===== src/rtl/svf_coeff_ctrl.sv =====
// svf_coeff_ctrl: register-programmed alpha1/alpha2/mode/route/volume
// writer for the 8-bit SVF; every change is applied on sample_valid.
//
// Ports:
//   clk, rst       clock, synchronous active-high reset
//   reg_we         register write strobe
//   reg_addr       0=FC_LO 1=FC_HI 2=RES_FILT 3=MODE_VOL
//   reg_wdata      write data
//   sample_valid   sample tick shared with the filter
//   alpha1         cutoff coefficient (11 bit)
//   alpha2         damping coefficient (2 bit, never 0)
//   filt_route     voice routing bits
//   mode           {HP,BP,LP} enables
//   volume         master volume
//   busy           alpha1 has not yet reached the committed target
//   coeff_upd      pulse marking an apply that changed an output
//
// Build option: define SVF_COEFF_SLEW_EN to slew alpha1 toward the
// target by at most SLEW_STEP per sample; otherwise alpha1 jumps.
module svf_coeff_ctrl #(
   parameter logic [10:0] SLEW_STEP = 11'd16,
   parameter logic [10:0] RESET_FC  = 11'd0
) (
   input  logic        clk,
   input  logic        rst,
   input  logic        reg_we,
   input  logic [1:0]  reg_addr,
   input  logic [7:0]  reg_wdata,
   input  logic        sample_valid,
   output logic [10:0] alpha1,
   output logic [1:0]  alpha2,
   output logic [3:0]  filt_route,
   output logic [2:0]  mode,
   output logic [3:0]  volume,
   output logic        busy,
   output logic        coeff_upd
);

   logic [2:0]  fc_lo_shadow;
   logic [10:0] target;
   logic [3:0]  res_p;
   logic [3:0]  route_p;
   logic [2:0]  mode_p;
   logic [3:0]  vol_p;

   logic [10:0] a1_nxt;
   logic [1:0]  a2_nxt;
   logic        changed;

`ifdef SVF_COEFF_SLEW_EN
   logic signed [11:0] d;
   logic [11:0]        mag;

   // Slew never overshoots: a full step is only taken when the
   // remaining distance exceeds it, so alpha1 stays in 0..2047.
   always_comb begin
      d      = $signed({1'b0, target}) - $signed({1'b0, alpha1});
      mag    = d[11] ? 12'(-d) : 12'(d);
      a1_nxt = target;
      if (SLEW_STEP != 11'd0 && mag > {1'b0, SLEW_STEP}) begin
         if (d[11])
            a1_nxt = alpha1 - SLEW_STEP;
         else
            a1_nxt = alpha1 + SLEW_STEP;
      end
   end
`else
   logic unused_step;
   assign unused_step = ^SLEW_STEP;

   always_comb begin
      a1_nxt = target;
   end
`endif

   // Damping map keeps alpha2 nonzero for every resonance setting.
   always_comb begin
      a2_nxt = 2'd3;
      unique case (res_p[3:2])
         2'd0: a2_nxt = 2'd3;
         2'd1: a2_nxt = 2'd2;
         2'd2: a2_nxt = 2'd1;
         2'd3: a2_nxt = 2'd1;
      endcase
   end

   always_comb begin
      changed = (a1_nxt != alpha1)
              | (a2_nxt != alpha2)
              | (route_p != filt_route)
              | (mode_p != mode)
              | (vol_p != volume);
   end

   assign busy = (alpha1 != target);

   // Apply reads the pre-write pending values; a write in the same
   // cycle lands in the pending registers for the next sample.
   always_ff @(posedge clk) begin
      if (rst) begin
         fc_lo_shadow <= 3'd0;
         target       <= RESET_FC;
         res_p        <= 4'd0;
         route_p      <= 4'd0;
         mode_p       <= 3'd0;
         vol_p        <= 4'd0;
         alpha1       <= RESET_FC;
         alpha2       <= 2'd3;
         filt_route   <= 4'd0;
         mode         <= 3'd0;
         volume       <= 4'd0;
         coeff_upd    <= 1'b0;
      end else begin
         coeff_upd <= 1'b0;
         if (sample_valid) begin
            alpha1     <= a1_nxt;
            alpha2     <= a2_nxt;
            filt_route <= route_p;
            mode       <= mode_p;
            volume     <= vol_p;
            coeff_upd  <= changed;
         end
         if (reg_we) begin
            unique case (reg_addr)
               2'd0: fc_lo_shadow <= reg_wdata[2:0];
               2'd1: target <= {reg_wdata, fc_lo_shadow};
               2'd2: begin
                  res_p   <= reg_wdata[7:4];
                  route_p <= reg_wdata[3:0];
               end
               2'd3: begin
                  mode_p <= reg_wdata[6:4];
                  vol_p  <= reg_wdata[3:0];
               end
            endcase
         end
      end
   end

endmodule


===== config.mk =====
export PLATFORM = sky130hd
export DESIGN_NAME = svf_coeff_ctrl
export DESIGN_NICKNAME = d
export VERILOG_FILES = /design/src/rtl/svf_coeff_ctrl.sv
export SDC_FILE = /design/constraint.sdc
export NUM_CORES = 1
export LEC_CHECK = 0
export CAP_MARGIN = 20
export CORE_MARGIN = 2
export CORE_UTILIZATION = 55
export CTS_CLUSTER_SIZE = 14
export DETAILED_ROUTE_END_ITERATION = 8
export PLACE_DENSITY_LB_ADDON = 0.08
export SLEW_MARGIN = 10
export SYNTH_ARGS = -nofsm -noshare
export SYNTH_HDL_FRONTEND = slang
export SYNTH_SLANG_ARGS = --single-unit

===== constraint.sdc =====
create_clock -name clk -period 2 [get_ports clk]
set_input_delay 0.4 -clock clk [delete_from_list [all_inputs] [get_ports clk]]
set_output_delay 0.4 -clock clk [all_outputs]
set_load 0.02 [all_outputs]

======== Yosys cells after proc, flatten, opt, wreduce, memory -nomap -nowiden ========
Index checks and enable logic that the tools add are counted.
word-level totals
  output and inout bits ................... 26
  bits of input ports ..................... 14
  word-level logic and storage cells ...... 38
  register bits ........................... 54
cells by class
  reductions and logical operators ........ 8
  bitwise gates (word level) .............. 5
  eq/ne operators ......................... 12
  multiplexer cells ....................... 1
operators with widths
  kind                                                 count
  inequality test 11 bit                               2
  equality test 2 bit, second input constant           4
  inequality test 4 bit                                2
  AND reduction 2 bit                                  4
  one-hot mux 2 bit (3 select lines)                   1
  equality test 2 x 1 -> 1 bit, second input constant  2
  zero test 2 bit                                      2
  bitwise OR 1 bit                                     4
  OR reduction 2 bit                                   2
  inequality test 3 bit                                1
  inequality test 2 bit                                1
  inverter 1 bit                                       1

======== Depth between registers and ports, before layout ========
Gate-level depths: netlist of run 1.
  depth in word-level cells ............... 8
  depth in mapped cells ................... 5
  mapped depth without buffers ............ 4

======== Least setup slack after synthesis of run 1 ========
No wires, ideal clock.
  path type ............................... flip-flop to flip-flop
  start point ............................. register alpha1[6]
  end point ............................... register coeff_upd
  cell stages (with the launch flop) ...... 5
  data required time ...................... 1878 ps
  path buffers ............................ 0
  library setup time ...................... 122 ps
  data arrival time ....................... 1456 ps
  clock period less this slack ............ 1578 ps
  path slack .............................. 422 ps
  cells stage by stage .................... dfxtp_1 > xor2_1 > nor4_2 > nand3_1 > o311a_1
on the way
  longest elaborated chain between the ends .. 5
ends and longest elaborated chain
  element                 line  text
  start, declared         30    output logic [10:0] alpha1,
  start signal, assigned  116   alpha1 <= a1_nxt;
  inequality test 11 bit  88    changed = (a1_nxt != alpha1)
  bitwise OR 1 bit        89    | (a2_nxt != alpha2)
  bitwise OR 1 bit        90    | (route_p != filt_route)
  bitwise OR 1 bit        91    | (mode_p != mode)
  bitwise OR 1 bit        92    | (vol_p != volume);
  end signal, assigned    121   coeff_upd <= changed;
  end, declared           36    output logic coeff_upd
No other way between the ends.
A chain may end at the register's enable or synchronous reset.

======== Worst setup path after layout of run 1 ========
  start point ............................. register alpha1[0]
  end point ............................... output port busy
on the way
  longest elaborated chain between the ends .. 1
ends and longest elaborated chain
  element                 line  text
  inequality test 11 bit  95    assign busy = (alpha1 != target);
  end, declared           35    output logic busy,
No other way between the ends.

==> results.txt, run 1 <==
RSZ-0062 raised after global routing: false
CTS Buffer Depth: 2
Slew @ Worst Pin: 0.460 ns
Clock Sink Count: 52
Int Pwr: 1450 uW
Post-route ant nets: 0
Grt ovf: 0
Sw Share: 23.4%
Num rows: 22
Placer Congestion: 0.744
Starting density of the core: 57.4%
Leakage: 0.00124 uW
H-tree depth: 2
Input/output buffers: 39
Startpoint Class: flip-flop
Setup-failing EPs final: 0
Max IR drop VDD: 458 uV
Most frequent cells in the layout: 52 x dfxtp_1, 39 x nor2_1, 38 x mux2i_1, 38 x clkdlybuf4s50_1, 26 x nand2_1
Gr usage total: 21.2%
Utilization after layout: 72.8%
Initial antenna violation count: 0
Flops & latches, synth: 52
Setup crit end kind: output port
Fin. max-slew vios: 0
Pwr Total: 1890 uW
Die area: 4330 um2
Critical Setup Path Class: reg -> out
Vias: 1582
Worst skew pair latency: 0.30 ns
Ant diodes: 0
Comb pwr share: 11.4%
Fin Clk Skew: 0.00837 ns
Sequential share of the synthesized area: 49.5%
Die height: 65.8 um
Setup_tns: 0 ns
Number of global-route vias before repair: 1473
Leading cell type in the layout, fill and taps excluded: dfxtp_1
Fill cells: 292
Post-synthesis area per instance: 9.55 um2
Syn Nets: 234
DRC Markers: 0
Ratio of cells with drive above 1 in the final layout: 6.82%
Core area: 3660 um2
Worst min path class: reg -> reg
NetSw: 443 uW
Max Freq: 0.532 GHz
First-pass GRT wire length: 6840 um
Power density over cell area: 709 nW/um2
Initial DRC count: 68
Router iterations before antenna repair: 4
Worst-path maximum fanout: 3
Fin. Hold Viols: 0
Worst path arrival time: 1.48 ns
Status: finished clean
# Post-CTS Setup Buffers: 0
Io pins: 40
CTS clk-pin slew, worst paths: 0.09 ns
Clock power share: 31.4%
Syn. warnings: 0
Area of the multi-input gates: 1010 um2
Die Span X: 65.8 um
Final period util: 94.0%
Layout area overhead: 26.8%
Nets@finish: 277
Relative slew margins: 69.2%
WL per Instance: 13.1 um
Worst Path Required: 1.60 ns
TritonCTS clock tree: built
Min Hold Slack: 0.458 ns
Max-Cap Viols: 0
CTS Buf Count: 5
Seq pwr share: 57.2%
CTS root buf: clkbuf_8
Final min period: 1.88 ns
Sequential cell area: 1040 um2
DP HPWL: 2990 um
Post-synth cell types: 20
Final Non-Filler Cells: 312
Vias/cell: 5.07
Cells after synthesis: 220
Largest net degree at the start of global routing: 28
Post-Place Cells: 304
Post-synthesis cell area: 2100 um2
CTS Hold Bufs: 0
Detailed Route WL: 4100 um
[final cells by class]
class / instances / share of cell area (%)
well taps: 48 / 2.25
flip-flops and latches: 52 / 39.1
clock buffers: 8 / 3.38
inverters: 2 / 0.282
repair buffers: 47 / 17.2
multi-input cells: 155 / 37.8
[Yosys cell counts]
| cell | instances | area [um2] |
|---|---|---|
| buf_2 | 3 | 15.0 |
| dfxtp_1 | 52 | 1040 |
| nand3b_1 | 1 | 7.51 |
| a21oi_1 | 11 | 55.1 |
| nor3_1 | 2 | 10.0 |
| nand2_1 | 26 | 97.6 |
| inv_1 | 2 | 7.51 |
| xor2_1 | 23 | 201 |
| nand3_1 | 4 | 20.0 |
| o21ai_0 | 2 | 10.0 |
| clkbuf_1 | 8 | 30.0 |
| nor4_2 | 2 | 25.0 |
| nor3b_1 | 1 | 7.51 |
| or2_1 | 1 | 6.26 |
| a31oi_1 | 1 | 6.26 |
| o311a_1 | 1 | 10.0 |
| nor3b_2 | 1 | 12.5 |
| nor4_1 | 2 | 12.5 |
| mux2i_1 | 38 | 380 |
| nor2_1 | 39 | 146 |
[cell families after synthesis]
kind of cell	count (synthesis)	share of synthesized area (%)
and+or+nand+nor	79	16.4
muxes	38	18.1
xor gates and xnor gates	23	9.58
AOI/OAI and AO/OA	15	3.87
DFF	52	49.5
buffers and inverters	13	2.50
[final timing paths]
check / from / cells past startpoint / slack [ns] / endpoint
setup / recovery: alpha1[0] / 4 / 0.12 / busy
setup reg to reg: alpha1[0] / 4 / 0.53 / coeff_upd
hold reg to reg: fc_lo_shadow[1] / 2 / 0.46 / a1_nxt[1]
hold / removal: fc_lo_shadow[1] / 2 / 0.46 / a1_nxt[1]
[stage by stage]
step | worst slack (ns) | cell area (um2)
after CTS | 0.0305 | 2670
final | 0.119 | 2670
after floorplan | 0.422 | 2100
after detailed placement | 0.0798 | 2580
after global placement | 0.0737 | 2580
after global routing | 0.0404 | 2670
[state kept, by name (all words and copies together) (netlist names), 3 cells and up]
register / flops
vol_p: 4
mode: 3
volume: 4
a1_nxt: 11
route_p: 4
filt_route: 4
mode_p: 3
alpha1: 11
fc_lo_shadow: 3
[per-layer routing]
metal / global-route usage, % / wire (um) / vias up
li1: - / - / 811
met1: 26.5 / 1920 / 728
met2: 34.6 / 1970 / 39
met3: 5.62 / 159 / 4
met4: 8.59 / 52 / 0
met5: 0 / 0 / -
[power by group through the flow]
stage / logic (uW) / registers [uW] / clock network (uW)
finish: 215 / 1080 / 593
global route: 234 / 1090 / 664
CTS: 220 / 1080 / 616
detailed placement: 220 / 1110 / 0
global placement: 219 / 1100 / 0
floorplan: 116 / 1110 / 0
[critical path, cell delays in order, from the launching register on]
cell,delay [ns]
dfxtp_1,0.33
xor2_1,0.17
nor4_2,0.33
nand3_1,0.16
buf_2,0.19
[timing repair]
| item | CTS | global route |
|---|---|---|
| hold endpoints to repair | 0 | 0 |
| endpoints found under the setup margin | 1 | 1 |
| cloned | 0 | 0 |
| resized for setup | 3 | 1 |
| pin swaps | 0 | 2 |
Note: power is estimated with default switching activity, not from simulation.
==> inputs of run 2 (changes only) <==
Settings changed: GPL_TIMING_DRIVEN from default to 0, SKIP_LAST_GASP from default to 1.
==> results.txt, run 2 (same netlist as run 1, synthesis figures left out) <==
WL per Instance: 13.4 um
Int Pwr: 1530 uW
Fin. max-slew vios: 0
Initial DRC count: 122
Max IR drop VDD: 590 uV
Leading cell type in the layout, fill and taps excluded: dfxtp_1
Fin. Hold Viols: 0
Number of global-route vias before repair: 1482
Seq pwr share: 54.1%
Fin Clk Skew: 0.00763 ns
Nets@finish: 279
Worst Path Required: 1.60 ns
Gr usage total: 22.2%
Die area: 4330 um2
Clock Sink Count: 52
Critical Setup Path Class: reg -> out
Final period util: 94.3%
Final min period: 1.89 ns
Clock power share: 35.2%
Comb pwr share: 10.7%
Power density over cell area: 757 nW/um2
Worst-path maximum fanout: 3
DRC Markers: 0
TritonCTS clock tree: built
Initial antenna violation count: 0
Critical-path cell list: xor2_1 > nor4_2 > nand3_1 > buf_2
Leakage: 0.00123 uW
Slowest CP cell: dfxtp_1
CP peak stage delay: 0.34 ns
Grt peak-use layer: met2
Die height: 65.8 um
Setup_tns: 0 ns
Max-Cap Viols: 0
First-pass GRT wire length: 7070 um
GR Layer Usage met1: 28.9%
Setup crit end kind: output port
Startpoint Class: flip-flop
Most frequent cells in the layout: 52 x dfxtp_1, 39 x nor2_1, 38 x mux2i_1
GR met3 Demand/Resource: 6.47%
DP HPWL: 3050 um
Worst min path class: reg -> reg
Io pins: 40
Worst skew pair latency: 0.31 ns
Vias: 1585
Worst path arrival time: 1.49 ns
FF-to-FF path depth: 5
CTS root buf: clkbuf_8
Ant diodes: 0
Post-place instance area: 2530 um2
CTS Buf Count: 5
Ratio of cells with drive above 1 in the final layout: 5.64%
Layout area overhead: 25.7%
Max Freq: 0.530 GHz
H-tree depth: 2
Setup-failing EPs final: 0
Relative slew margins: 66.1%
CTS Buffer Depth: 2
Placer Congestion: 0.768
Post-route ant nets: 0
RSZ-0062 raised after global routing: false
Detailed Route WL: 4210 um
Core area: 3660 um2
Vias/cell: 5.05
Die Span X: 65.8 um
Input/output buffers: 37
Num rows: 22
Status: finished clean
Slew @ Worst Pin: 0.507 ns
Largest net degree at the start of global routing: 16
Router iterations before antenna repair: 4
Cell depth of the worst min-delay path: 2
Sw Share: 23.4%
Starting density of the core: 57.4%
GR Util met2: 33.5%
CTS clk-pin slew, worst paths: 0.09 ns
NetSw: 468 uW
Grt ovf: 0
Utilization after layout: 72.2%
Fin area: 2640 um2
[run 2: area by class of cell]
cell class                 count  area [um2]
sequential                    52        1040
fill                         299        1020
multi-input combinational    155        1010
timing repair buffer          38         373
clock buffer                   6        72.6
tap                           48        60.1
buffer                        11        45.0
clock inverter                 2        35.0
inverter                       2        7.51
[run 2: worst max-delay path, delay by kind of cell, from the launching register on]
family,cells,cell delay [ns]
AND/OR/NAND/NOR,2,0.49
XOR/XNOR,1,0.17
buffers and inverters,1,0.19
flip-flops,1,0.34
[run 2: final timing paths]
path              startpoint  slack (ns)        end
max                alpha1[0]        0.11       busy
min          fc_lo_shadow[2]        0.46  a1_nxt[2]
max reg2reg        alpha1[0]        0.39  coeff_upd
min reg2reg  fc_lo_shadow[2]        0.46  a1_nxt[2]
[run 2: layer usage]
| metal | routed length [um] | share of wire (%) | vias to the layer above |
|---|---|---|---|
| met3 | 176 | 4.2 | 7 |
| li1 | - | - | 815 |
| met5 | 0 | 0 | - |
| met1 | 2080 | 49 | 733 |
| met2 | 1850 | 44 | 30 |
| met4 | 103 | 2.4 | 0 |
[run 2: power groups by stage]
stage                     logic [uW]  registers [uW]  clock network, uW
final                            215            1080                703
after global routing             236            1080                754
after CTS                        217            1080                716
after detailed placement         213            1110                  0
after global placement           211            1100                  0
after floorplan                  116            1110                  0
[run 2: through the flow]
| step | total power [uW] | setup slack (ns) | cells | hold WS, ns |
|---|---|---|---|---|
| after floorplan | 1230 | 0.422 | 220 | 0.431 |
| after global placement | 1320 | 0.0511 | 305 | 0.451 |
| after detailed placement | 1320 | 0.0528 | 305 | 0.452 |
| after CTS | 2010 | 0.0675 | 314 | 0.467 |
| after global routing | 2080 | 0.0000675 | 314 | 0.475 |
| final | 2000 | 0.114 | 314 | 0.458 |
[run 2: repair_timing]
action | 4_1_cts | 5_1_grt
hold buffers | 0 | 0
buffers inserted | 1 | 0
pin swaps | 2 | 1
resized for setup | 4 | 0
hold endpoints to repair | 0 | 0
setup endpoints to repair | 1 | 1
==> inputs of run 3 (changes only) <==
Settings changed: ABC_CLOCK_PERIOD_IN_PS from default to 2000, TNS_END_PERCENT from default to 5.
==> results of run 3 <==
The final DEF is identical to that of run 2; final timing and power are the same.
